## config.mk

```make
export PLATFORM = sky130hd
export DESIGN_NAME = serial_subtractor_flat
export DESIGN_NICKNAME = d
export VERILOG_FILES = /design/src/rtl/serial_subtractor_if.sv /design/src/rtl/serial_subtractor.sv /design/src/flat_wrapper.sv
export SDC_FILE = /design/constraint.sdc
export NUM_CORES = 1
export LEC_CHECK = 0
export ABC_AREA = 1
export BUFFER_PORTS_ARGS = -buffer_cell sky130_fd_sc_hd__buf_2
export CORE_UTILIZATION = 45
export CTS_BUF_LIST = sky130_fd_sc_hd__clkbuf_8
export CTS_CLUSTER_DIAMETER = 120
export DETAILED_ROUTE_END_ITERATION = 10
export PLACE_DENSITY = 0.7
export SLEW_MARGIN = 20
export SYNTH_ARGS = -nofsm -noshare
export SYNTH_HDL_FRONTEND = slang
export SYNTH_SLANG_ARGS = --single-unit
```

## constraint.sdc

```tcl
create_clock -name clk -period 1.35 [get_ports clk]
set_clock_uncertainty 0.1 [all_clocks]
set_input_delay 0.3375 -clock clk [delete_from_list [all_inputs] [get_ports clk]]
set_output_delay 0.3375 -clock clk [all_outputs]
set_load 0.005 [all_outputs]
```

## src/rtl/serial_subtractor_if.sv

```systemverilog
// Start/done handshake bundle for serial_subtractor; ovf exists only with SERIAL_SUB_OVF_EN.
// master drives the request side, slave (the subtractor) drives status and result.
interface serial_subtractor_if #(
    parameter int WIDTH = 8
);
    logic             start;
    logic [WIDTH-1:0] a;
    logic [WIDTH-1:0] b;
    logic             busy;
    logic             done;
    logic [WIDTH-1:0] diff;
    logic             borrow;
`ifdef SERIAL_SUB_OVF_EN
    logic             ovf;
`endif

    modport master (
        output start, a, b,
        input  busy, done, diff, borrow
`ifdef SERIAL_SUB_OVF_EN
        , input ovf
`endif
    );

    modport slave (
        input  start, a, b,
        output busy, done, diff, borrow
`ifdef SERIAL_SUB_OVF_EN
        , output ovf
`endif
    );
endinterface

```

## src/rtl/serial_subtractor.sv

```systemverilog
// Bit-serial LSB-first a - b subtractor with registered borrow; SERIAL_SUB_OVF_EN adds signed ovf.
// Latency WIDTH+1 cycles from accepted start to done; start is ignored (not queued) while busy.
module serial_subtractor #(
    parameter int WIDTH = 8
) (
    input  logic                 clk,
    input  logic                 rst,
    serial_subtractor_if.slave   bus
);
    localparam int CW = $clog2(WIDTH + 1);

    typedef enum logic [1:0] {S_IDLE, S_RUN, S_DONE} state_t;

    state_t           state_q, state_d;
    logic [WIDTH-1:0] a_q, a_d;
    logic [WIDTH-1:0] b_q, b_d;
    logic [WIDTH-1:0] res_q, res_d;
    logic             brw_q, brw_d;
    logic [CW-1:0]    cnt_q, cnt_d;
    logic [WIDTH-1:0] diff_q, diff_d;
    logic             borrow_q, borrow_d;

    logic             bit_d;
    logic             bit_bo;
    logic [WIDTH-1:0] res_next;

    assign bit_d    = a_q[0] ^ b_q[0] ^ brw_q;
    assign bit_bo   = (~a_q[0] & b_q[0]) | (~(a_q[0] ^ b_q[0]) & brw_q);
    // Shift the new difference bit in at the MSB; works for WIDTH=1 as well.
    assign res_next = WIDTH'({bit_d, res_q} >> 1);

`ifdef SERIAL_SUB_OVF_EN
    logic amsb_q, amsb_d;
    logic bmsb_q, bmsb_d;
    logic ovf_q, ovf_d;
`endif

    always_comb begin
        state_d  = state_q;
        a_d      = a_q;
        b_d      = b_q;
        res_d    = res_q;
        brw_d    = brw_q;
        cnt_d    = cnt_q;
        diff_d   = diff_q;
        borrow_d = borrow_q;
`ifdef SERIAL_SUB_OVF_EN
        amsb_d   = amsb_q;
        bmsb_d   = bmsb_q;
        ovf_d    = ovf_q;
`endif
        case (state_q)
            S_IDLE: begin
                if (bus.start) begin
                    a_d     = bus.a;
                    b_d     = bus.b;
                    res_d   = '0;
                    brw_d   = 1'b0;
                    cnt_d   = '0;
                    state_d = S_RUN;
`ifdef SERIAL_SUB_OVF_EN
                    // Operand MSBs are shifted away during RUN, so keep them for ovf.
                    amsb_d  = bus.a[WIDTH-1];
                    bmsb_d  = bus.b[WIDTH-1];
`endif
                end
            end
            S_RUN: begin
                a_d   = a_q >> 1;
                b_d   = b_q >> 1;
                res_d = res_next;
                brw_d = bit_bo;
                cnt_d = cnt_q + CW'(1);
                if (cnt_q == CW'(WIDTH - 1)) begin
                    state_d  = S_DONE;
                    diff_d   = res_next;
                    borrow_d = bit_bo;
`ifdef SERIAL_SUB_OVF_EN
                    ovf_d    = (amsb_q != bmsb_q) && (res_next[WIDTH-1] != amsb_q);
`endif
                end
            end
            S_DONE:  state_d = S_IDLE;
            default: state_d = S_IDLE;
        endcase
    end

    always_ff @(posedge clk or posedge rst) begin
        if (rst) begin
            state_q  <= S_IDLE;
            a_q      <= '0;
            b_q      <= '0;
            res_q    <= '0;
            brw_q    <= 1'b0;
            cnt_q    <= '0;
            diff_q   <= '0;
            borrow_q <= 1'b0;
`ifdef SERIAL_SUB_OVF_EN
            amsb_q   <= 1'b0;
            bmsb_q   <= 1'b0;
            ovf_q    <= 1'b0;
`endif
        end else begin
            state_q  <= state_d;
            a_q      <= a_d;
            b_q      <= b_d;
            res_q    <= res_d;
            brw_q    <= brw_d;
            cnt_q    <= cnt_d;
            diff_q   <= diff_d;
            borrow_q <= borrow_d;
`ifdef SERIAL_SUB_OVF_EN
            amsb_q   <= amsb_d;
            bmsb_q   <= bmsb_d;
            ovf_q    <= ovf_d;
`endif
        end
    end

    assign bus.busy   = (state_q == S_RUN) || (state_q == S_DONE);
    assign bus.done   = (state_q == S_DONE);
    assign bus.diff   = diff_q;
    assign bus.borrow = borrow_q;
`ifdef SERIAL_SUB_OVF_EN
    assign bus.ovf    = ovf_q;
`endif
endmodule
```

## src/flat_wrapper.sv

```systemverilog
// flat-port wrapper written by rule: the top's interface ports become plain ports
module serial_subtractor_flat 
#(
    parameter int WIDTH = 8
)
  (clk, rst, bus_start, bus_a, bus_b, bus_busy, bus_done, bus_diff, bus_borrow);
  serial_subtractor_if #(.WIDTH(WIDTH)) bus_i ();
  input  logic clk;
  input  logic rst;
  input wire logic [$bits(bus_i.start)-1:0] bus_start;
  input wire logic [$bits(bus_i.a)-1:0] bus_a;
  input wire logic [$bits(bus_i.b)-1:0] bus_b;
  output wire logic [$bits(bus_i.busy)-1:0] bus_busy;
  output wire logic [$bits(bus_i.done)-1:0] bus_done;
  output wire logic [$bits(bus_i.diff)-1:0] bus_diff;
  output wire logic [$bits(bus_i.borrow)-1:0] bus_borrow;
  assign bus_i.start = bus_start;
  assign bus_i.a = bus_a;
  assign bus_i.b = bus_b;
  assign bus_busy = bus_i.busy;
  assign bus_done = bus_i.done;
  assign bus_diff = bus_i.diff;
  assign bus_borrow = bus_i.borrow;
  serial_subtractor #(.WIDTH(WIDTH)) u_core (.clk(clk), .rst(rst), .bus(bus_i));
endmodule
```

Yosys cells after proc, flatten, opt, wreduce, memory -nomap -nowiden. Cells that the tools add are included.

Output and inout port bits: 11. Flip-flop bits (word level): 40.

Reduce and logical (&&, ||, !) cells: 6. Equal/unequal tests: 5. Add/sub/neg operators: 1. Mux-type cells: 13. Bitwise operators: 7.

Operators by type and width (number): $pmux 8 s2 (3); $mux 8 (3); $pmux 4 s2 (1); $reduce_and 2->1 (3); $add 4x1->4 const B (1); $eq 4x3->1 const B (1); $mux 2 (2); $mux 4 (1); $pmux 2 s2 (1); $and 1x1->1 (2); $eq 2x1->1 const B (1); $eq 2x2->1 const B (1); $logic_not 2->1 (1); $ne 2x1->1 const B (1); $ne 2x2->1 const B (1); $not 1->1 (2); $pmux 1 s2 (1); $reduce_bool 2->1 (1); $xor 1x1->1 (2); $logic_or 1x1->1 (1); $mux 1 (1); $or 1x1->1 (1).

Logic depth before layout (Yosys ltp). Gate-level depths: netlist of run 1.

Depth after elaboration: 5. Depth in mapped cells: 9.

Worst setup path before layout of run 1. OpenSTA, ideal clock, no wires.

Path kind: register to register. From: reg u_core.state_q[1]. To: reg u_core.diff_q[6], in the netlist u_core.bus.diff[6]. Stages on the path, launching flop included: 7. Data arrival time: 1.185 ns. Setup slack: -0.053 ns. Library setup time: 0.118 ns. Required time: 1.132 ns. Clock period less this slack: 1.403 ns. Path through: dfrtp_1 -> inv_1 -> ha_1 -> nand4_4 -> buf_4 -> nand2_1 -> o21ai_2.

Longest elaborated chain between the ends: 2.

Ends and longest elaborated chain: from (decl) (line serial_subtractor.sv:14) `state_t state_q, state_d;`; from (signal assigned) (line serial_subtractor.sv:104) `state_q <= state_d;`; $eq 2x1->1 (line serial_subtractor.sv:52) `case (state_q)`; $reduce_and 2->1 (no line); to (signal assigned) (line serial_subtractor.sv:110) `diff_q <= diff_d;`; to (decl) (line serial_subtractor.sv:20) `logic [WIDTH-1:0] diff_q, diff_d;`.

No other way between the ends. A chain may end at the register's enable or synchronous reset.

Final worst setup path of run 1.
From: reg u_core.state_q[1]. To: out bus_busy.

Longest elaborated chain between the ends: 2.

Ends and longest elaborated chain: $eq 2x1->1 or $eq 2x2->1 (tied branches) (line serial_subtractor.sv:120) `assign bus.busy = (state_q == S_RUN) || (state_q == S_DONE);`; $logic_or 1x1->1 (*) (line serial_subtractor.sv:120); to (decl) (line flat_wrapper.sv:13) `output wire logic [$bits(bus_i.busy)-1:0] bus_busy;`.

Mark *: on every way between the ends. The rest lies on a longest branch, timed or not.

==> flow_summary.json, run 1 <==
{
  "yosys_warnings": 0,
  "synth_area_leader_cell": "dfrtp_1",
  "worstSkewPairLatency_ns": 0.29,
  "status": "finished, violations left",
  "dieHeight_um": 65.52,
  "multi_input_area_sq_um": 837.1,
  "synth.top_cells.by_count": "nand2_1 (60), dfrtp_1 (39), inv_1 (30)",
  "grt_max_degree": 40,
  "final_util_pct": 65.63,
  "critPathRequiredTime_ns": 0.91,
  "area.sequential_sq_um": 975.9,
  "p_total_uw": 5121,
  "finalHoldViolCount": 0,
  "fillers": 293,
  "fin_nets": 277,
  "hp-class": "in -> reg",
  "arrival_ns": 1.10,
  "tns_ns": -3.487,
  "layout-drive-gt1-share_pct": 40.71,
  "syn_avg_cell_area_sq_um": 8.988,
  "critPathCaptureType": "output port",
  "drcViolationCount": 0,
  "layout_setup_ws_ns": -0.1833,
  "startpoint_type": "flip-flop",
  "grt_pass1_wl_mm": 6.610,
  "period_share_pct": 113.6,
  "final-setup-viol-count": 41,
  "slew_headroom_pct": 76.18,
  "start_util_pct": 48.14,
  "io_pins": 30,
  "cts-root-buf": "clkbuf_8",
  "firstDrtPassIters": 4,
  "synth-edff-count": 0,
  "routabilityCongestion": 0.7479,
  "routedWlPerCell_um": 12.88,
  "max_freq_ghz": 0.6522,
  "dp.cells": 287,
  "cts_buffer_depth": 2,
  "synth_area_leaders": "dfrtp_1 (54%), nand2_1 (12%), inv_1 (6.2%)",
  "synth_seq_area_share_pct": 53.76,
  "antenna_found_initial": 0,
  "die-area_sq_um": 4292,
  "grt_pass1_vias": 1455,
  "syn-num-nets": 226,
  "cap_violations": 0,
  "syn_to_final_growth_pct": 36.32,
  "ir_worst_vdd_mv": 1.273,
  "syn_area_sq_um": 1815,
  "antenna_cells": 0,
  "core_sq_um": 3771,
  "vias": 1491,
  "period_needed_ns": 1.533,
  "clock-sinks": 39,
  "drt-initial-drc-count": 139,
  "cts_tree": "yes",
  "path_class": "reg -> out",
  "dp_slack_ns": -0.1344,
  "p_per_area_nw_per_um2": 2069,
  "cts_htree_levels": 2,
  "rows": 22,
  "p_leak_uw": 0.001220,
  "viasPerCell": 4.953,
  "layout.cells.non_filler": 301,
  "synth.most_common_cell": "nand2_1",
  "portBuffers": 29,
  "postSynthCellCount": 202,
  "dp_hpwl_mm": 2.340,
  "routed_wl_mm": 3.876,
  "synth.distinct_cells": 19,
  "critPathMaxFanout": 2,
  "die_width_um": 65.52,
  "synth-main-ff-cell": "dfrtp_1",
  "synth_top_area_share_pct": 53.76,
  "async_reset_ff_share_pct": 100.0,
  "violations": "negative setup slack",
  "slew_violations": 0,
  "synth_seq_cells": 39,
  "antenna_left": 0,
  "grt_usage_pct": 20.57,
  "grt.overflow.total": 0,
  "cts_buffers": 5,
  "worstMarginPinSlew_ns": 0.3535,
  "rsz0062_at_grt": "yes",
  "cts.clk_slew.worst_paths_ns": 0.07
}
[cells by family (layout without fill, tap and decap cells)]
group           after synthesis  in the layout  share of synthesized area, %
fa+ha+maj                     5              5                         3.860
buf+inv                      39             89                         10.20
simple gates                 72             73                         16.54
flops                        39             39                         53.76
compound gates               47             47                         15.64
[worst max-delay path, cell delays in order, from the launching register on]
cell and delay, ns:
dfrtp_1 0.39, inv_2 0.10, ha_4 0.21, buf_6 0.11
[per-layer routing]
metal	share of wire [%]	up-vias	GRT usage (%)	wire length, um
met3	3.5	9	4.340	136
met4	1.9	0	7.880	74
li1	-	749	-	-
met2	49	26	31.96	1904
met5	0	-	0	0
met1	45	707	28.12	1761
[where the power goes]
group	internal [uW]	switching, uW	leakage [uW]
logic	1150	1490	0.000659
clock network	401	395	0.0000470
registers	1540	138	0.000514
[sequential cells by signal, summed over array words and instances (netlist names)]
| signal | cells |
|---|---|
| u_core.bus.borrow | 1 |
| u_core.a_q | 8 |
| u_core.b_q | 8 |
| u_core.brw_q | 1 |
| u_core.state_q | 2 |
| u_core.cnt_q | 4 |
| u_core.res_q | 7 |
| u_core.bus.diff | 8 |
[layout make-up]
class	count	area share, %
Multi-Input combinational cell	125	33.82
Clock inverter	1	0.2022
Tap cell	48	2.427
Clock buffer	6	3.337
Inverter	31	5.106
Timing Repair Buffer	51	15.67
Sequential cell	39	39.43
[what timing repair did]
item | 4_1_cts | 5_1_grt
buffers inserted | 2 | 0
gates resized for setup | 49 | 10
pin swaps | 6 | 5
setup endpoints to repair | 36 | 41
gates cloned | 4 | 0
hold buffers | 1 | 0
endpoints found under the hold margin | 11 | 0
[metrics by stage]
step / hold slack, ns / instance area [sq um]
floorplan: 0.3490 / 1818
global placement: 0.3077 / 2100
detailed placement: 0.3072 / 2100
CTS: 0.1841 / 2436
global route: 0.1990 / 2475
finish: 0.1944 / 2475
[placed cells by master, fill, tap and decap left out, types with 2 or more instances in the layout]
cell / count
o22ai_2: 8
inv_2: 2
nand3_1: 5
inv_1: 27
buf_2: 27
o21ai_1: 16
nand2_4: 2
nand2_8: 2
nand2_1: 46
o211ai_1: 2
buf_6: 10
ha_4: 3
inv_6: 2
buf_12: 2
o21ai_2: 11
dfrtp_1: 39
o21ai_0: 7
nand2_2: 13
nor2_1: 3
a21oi_1: 2
buf_4: 10
clkbuf_8: 6
[path summary, 6_finish.rpt]
check | to | cells past startpoint | slack, ns | start
max reg2reg | u_core.cnt_q[3]$_DFFE_PP0P_ | 9 | -0.14 | u_core.state_q[1]$_DFFE_PP0P_
min | u_core.a_q[0]$_DFFE_PP0P_ | 3 | 0.19 | bus_a[0]
min in group asynchronous | u_core.bus.borrow$_DFFE_PP0P_ | 4 | 0.53 | rst
max | bus_busy | 3 | -0.18 | u_core.state_q[1]$_DFFE_PP0P_
max in group asynchronous | u_core.cnt_q[1]$_DFFE_PP0P_ | 4 | 0.42 | rst
min reg2reg | u_core.bus.diff[3]$_DFFE_PP0P_ | 2 | 0.38 | u_core.bus.diff[3]$_DFFE_PP0P_
No activity file was read; power rests on OpenSTA's default activity.
==> inputs of run 2 (changes only) <==
Settings changed: CORE_ASPECT_RATIO set to 0.7.
==> flow_summary.json, run 2 (synthesis gave the netlist of run 1 again) <==
{
  "netSwitchingFraction_pct": 39.93,
  "rows": 18,
  "hp-class": "in -> reg",
  "final-setup-viol-count": 39,
  "period_needed_ns": 1.533,
  "cap_violations": 0,
  "cts.clk_slew.worst_paths_ns": 0.08,
  "rsz0062_at_grt": "yes",
  "cts-root-buf": "clkbuf_8",
  "grt_max_degree": 40,
  "grt_pass1_wl_mm": 6.513,
  "portBuffers": 29,
  "ir_worst_vdd_mv": 1.192,
  "routed_wl_mm": 4.039,
  "arrival_ns": 1.10,
  "die-area_sq_um": 4296,
  "p_per_area_nw_per_um2": 2100,
  "dp.cells": 292,
  "grt_usage_pct": 20.27,
  "cts_buffers": 5,
  "layout_setup_ws_ns": -0.1829,
  "critPathMaxFanout": 2,
  "antenna_found_initial": 0,
  "layout.cells.non_filler": 307,
  "cts_buffer_depth": 2,
  "p_seq_share_pct": 30.5,
  "worstMarginPinSlew_ns": 0.3420,
  "slew_headroom_pct": 77.11,
  "cts_tree": "yes",
  "clock-sinks": 39,
  "cts_htree_levels": 2,
  "firstDrtPassIters": 4,
  "routabilityCongestion": 0.7479,
  "layout-drive-gt1-share_pct": 45.91,
  "tns_ns": -3.765,
  "final_cell_mix": "nand2_1 (44), dfrtp_1 (39), inv_1 (28)",
  "combPwrFrac_pct": 55.6,
  "path_class": "reg -> out",
  "slew_violations": 0,
  "fin_nets": 280,
  "critPathRequiredTime_ns": 0.91,
  "viasPerCell": 4.932,
  "routedWlPerCell_um": 13.16,
  "core_sq_um": 3694,
  "vias": 1514,
  "grt_pass1_vias": 1425,
  "p_sw_uw": 2201,
  "syn_to_final_growth_pct": 44.59,
  "drt-initial-drc-count": 96,
  "antenna_left": 0,
  "clockPowerShare_pct": 13.9,
  "dp_hpwl_mm": 2.426,
  "worstSkewPairLatency_ns": 0.29,
  "status": "finished, violations left",
  "start_util_pct": 49.15,
  "antenna_cells": 0,
  "critPathCaptureType": "output port",
  "finalHoldViolCount": 0,
  "p_leak_uw": 0.001275,
  "grt.overflow.total": 0,
  "p_int_uw": 3312,
  "dieHeight_um": 55.14,
  "startpoint_type": "flip-flop",
  "max_freq_ghz": 0.6524,
  "io_pins": 30,
  "period_share_pct": 113.5,
  "drcViolationCount": 0,
  "final_common_cell": "nand2_1",
  "die_width_um": 77.92,
  "violations": "negative setup slack"
}
-- run 2: power by group through the flow --
stage / clock, uW / sequential, uW / combinational (uW)
6_report: 764 / 1680 / 3070
5_1_grt: 827 / 1720 / 3340
4_1_cts: 777 / 1670 / 2600
3_5_place_dp: 0 / 1690 / 1990
3_3_place_gp: 0 / 1680 / 1960
2_1_floorplan: 0 / 1680 / 1350
-- run 2: timing repair --
action,in CTS,in global routing
gates cloned,2,1
gates resized for setup,45,30
buffers inserted,4,0
pin swaps,1,4
hold endpoints to repair,5,0
hold buffers,1,0
setup endpoints to repair,41,41
-- run 2: final cells by class --
type | count | area [sq um]
repair buffers | 54 | 473.0
fillers | 273 | 1069
clock inverters | 3 | 16.27
inverters | 31 | 123.9
multi-input cells | 125 | 904.6
clock buffers | 5 | 68.82
well taps | 50 | 62.56
flip-flops and latches | 39 | 975.9
-- run 2: final timing paths --
kind / start / to / slack, ns / cells after the start
max: u_core.state_q[0]$_DFFE_PP0P_ / bus_done / -0.18 / 4
min: bus_a[7] / u_core.a_q[7]$_DFFE_PP0P_ / 0.17 / 3
max reg2reg: u_core.state_q[1]$_DFFE_PP0P_ / u_core.bus.diff[6]$_DFFE_PP0P_ / -0.16 / 8
min reg2reg: u_core.bus.diff[3]$_DFFE_PP0P_ / u_core.bus.diff[3]$_DFFE_PP0P_ / 0.38 / 2
max in group asynchronous: rst / u_core.cnt_q[0]$_DFFE_PP0P_ / 0.42 / 4
min in group asynchronous: rst / u_core.bus.diff[7]$_DFFE_PP0P_ / 0.54 / 4
-- run 2: stage by stage --
| step | util (%) | hold WS [ns] | area [sq um] | worst slack [ns] | total power, uW |
|---|---|---|---|---|---|
| floorplan | - | 0.3490 | 1818 | -0.005841 | 3031 |
| finish | 71.07 | 0.1712 | 2625 | -0.1829 | 5513 |
| global placement | 58.20 | 0.3059 | 2150 | -0.08289 | 3635 |
| global route | 71.07 | 0.1770 | 2625 | -0.2211 | 5889 |
| detailed placement | 58.20 | 0.3070 | 2150 | -0.1718 | 3689 |
| CTS | 66.73 | 0.1694 | 2465 | -0.1748 | 5054 |
-- run 2: metal layers --
| metal | vias to the layer above | wire length, um | global-route usage (%) |
|---|---|---|---|
| met5 | - | 0 | 0 |
| met4 | 0 | 41 | 6.173 |
| met3 | 6 | 139 | 5.082 |
| met2 | 25 | 1963 | 33.92 |
| met1 | 729 | 1894 | 26.72 |
| li1 | 754 | - | - |
-- run 2: critical path, cell delays in order, from the launching register on --
cell and delay (ns):
dfrtp_1 0.37, inv_2 0.07, buf_6 0.12, ha_4 0.15, buf_6 0.11
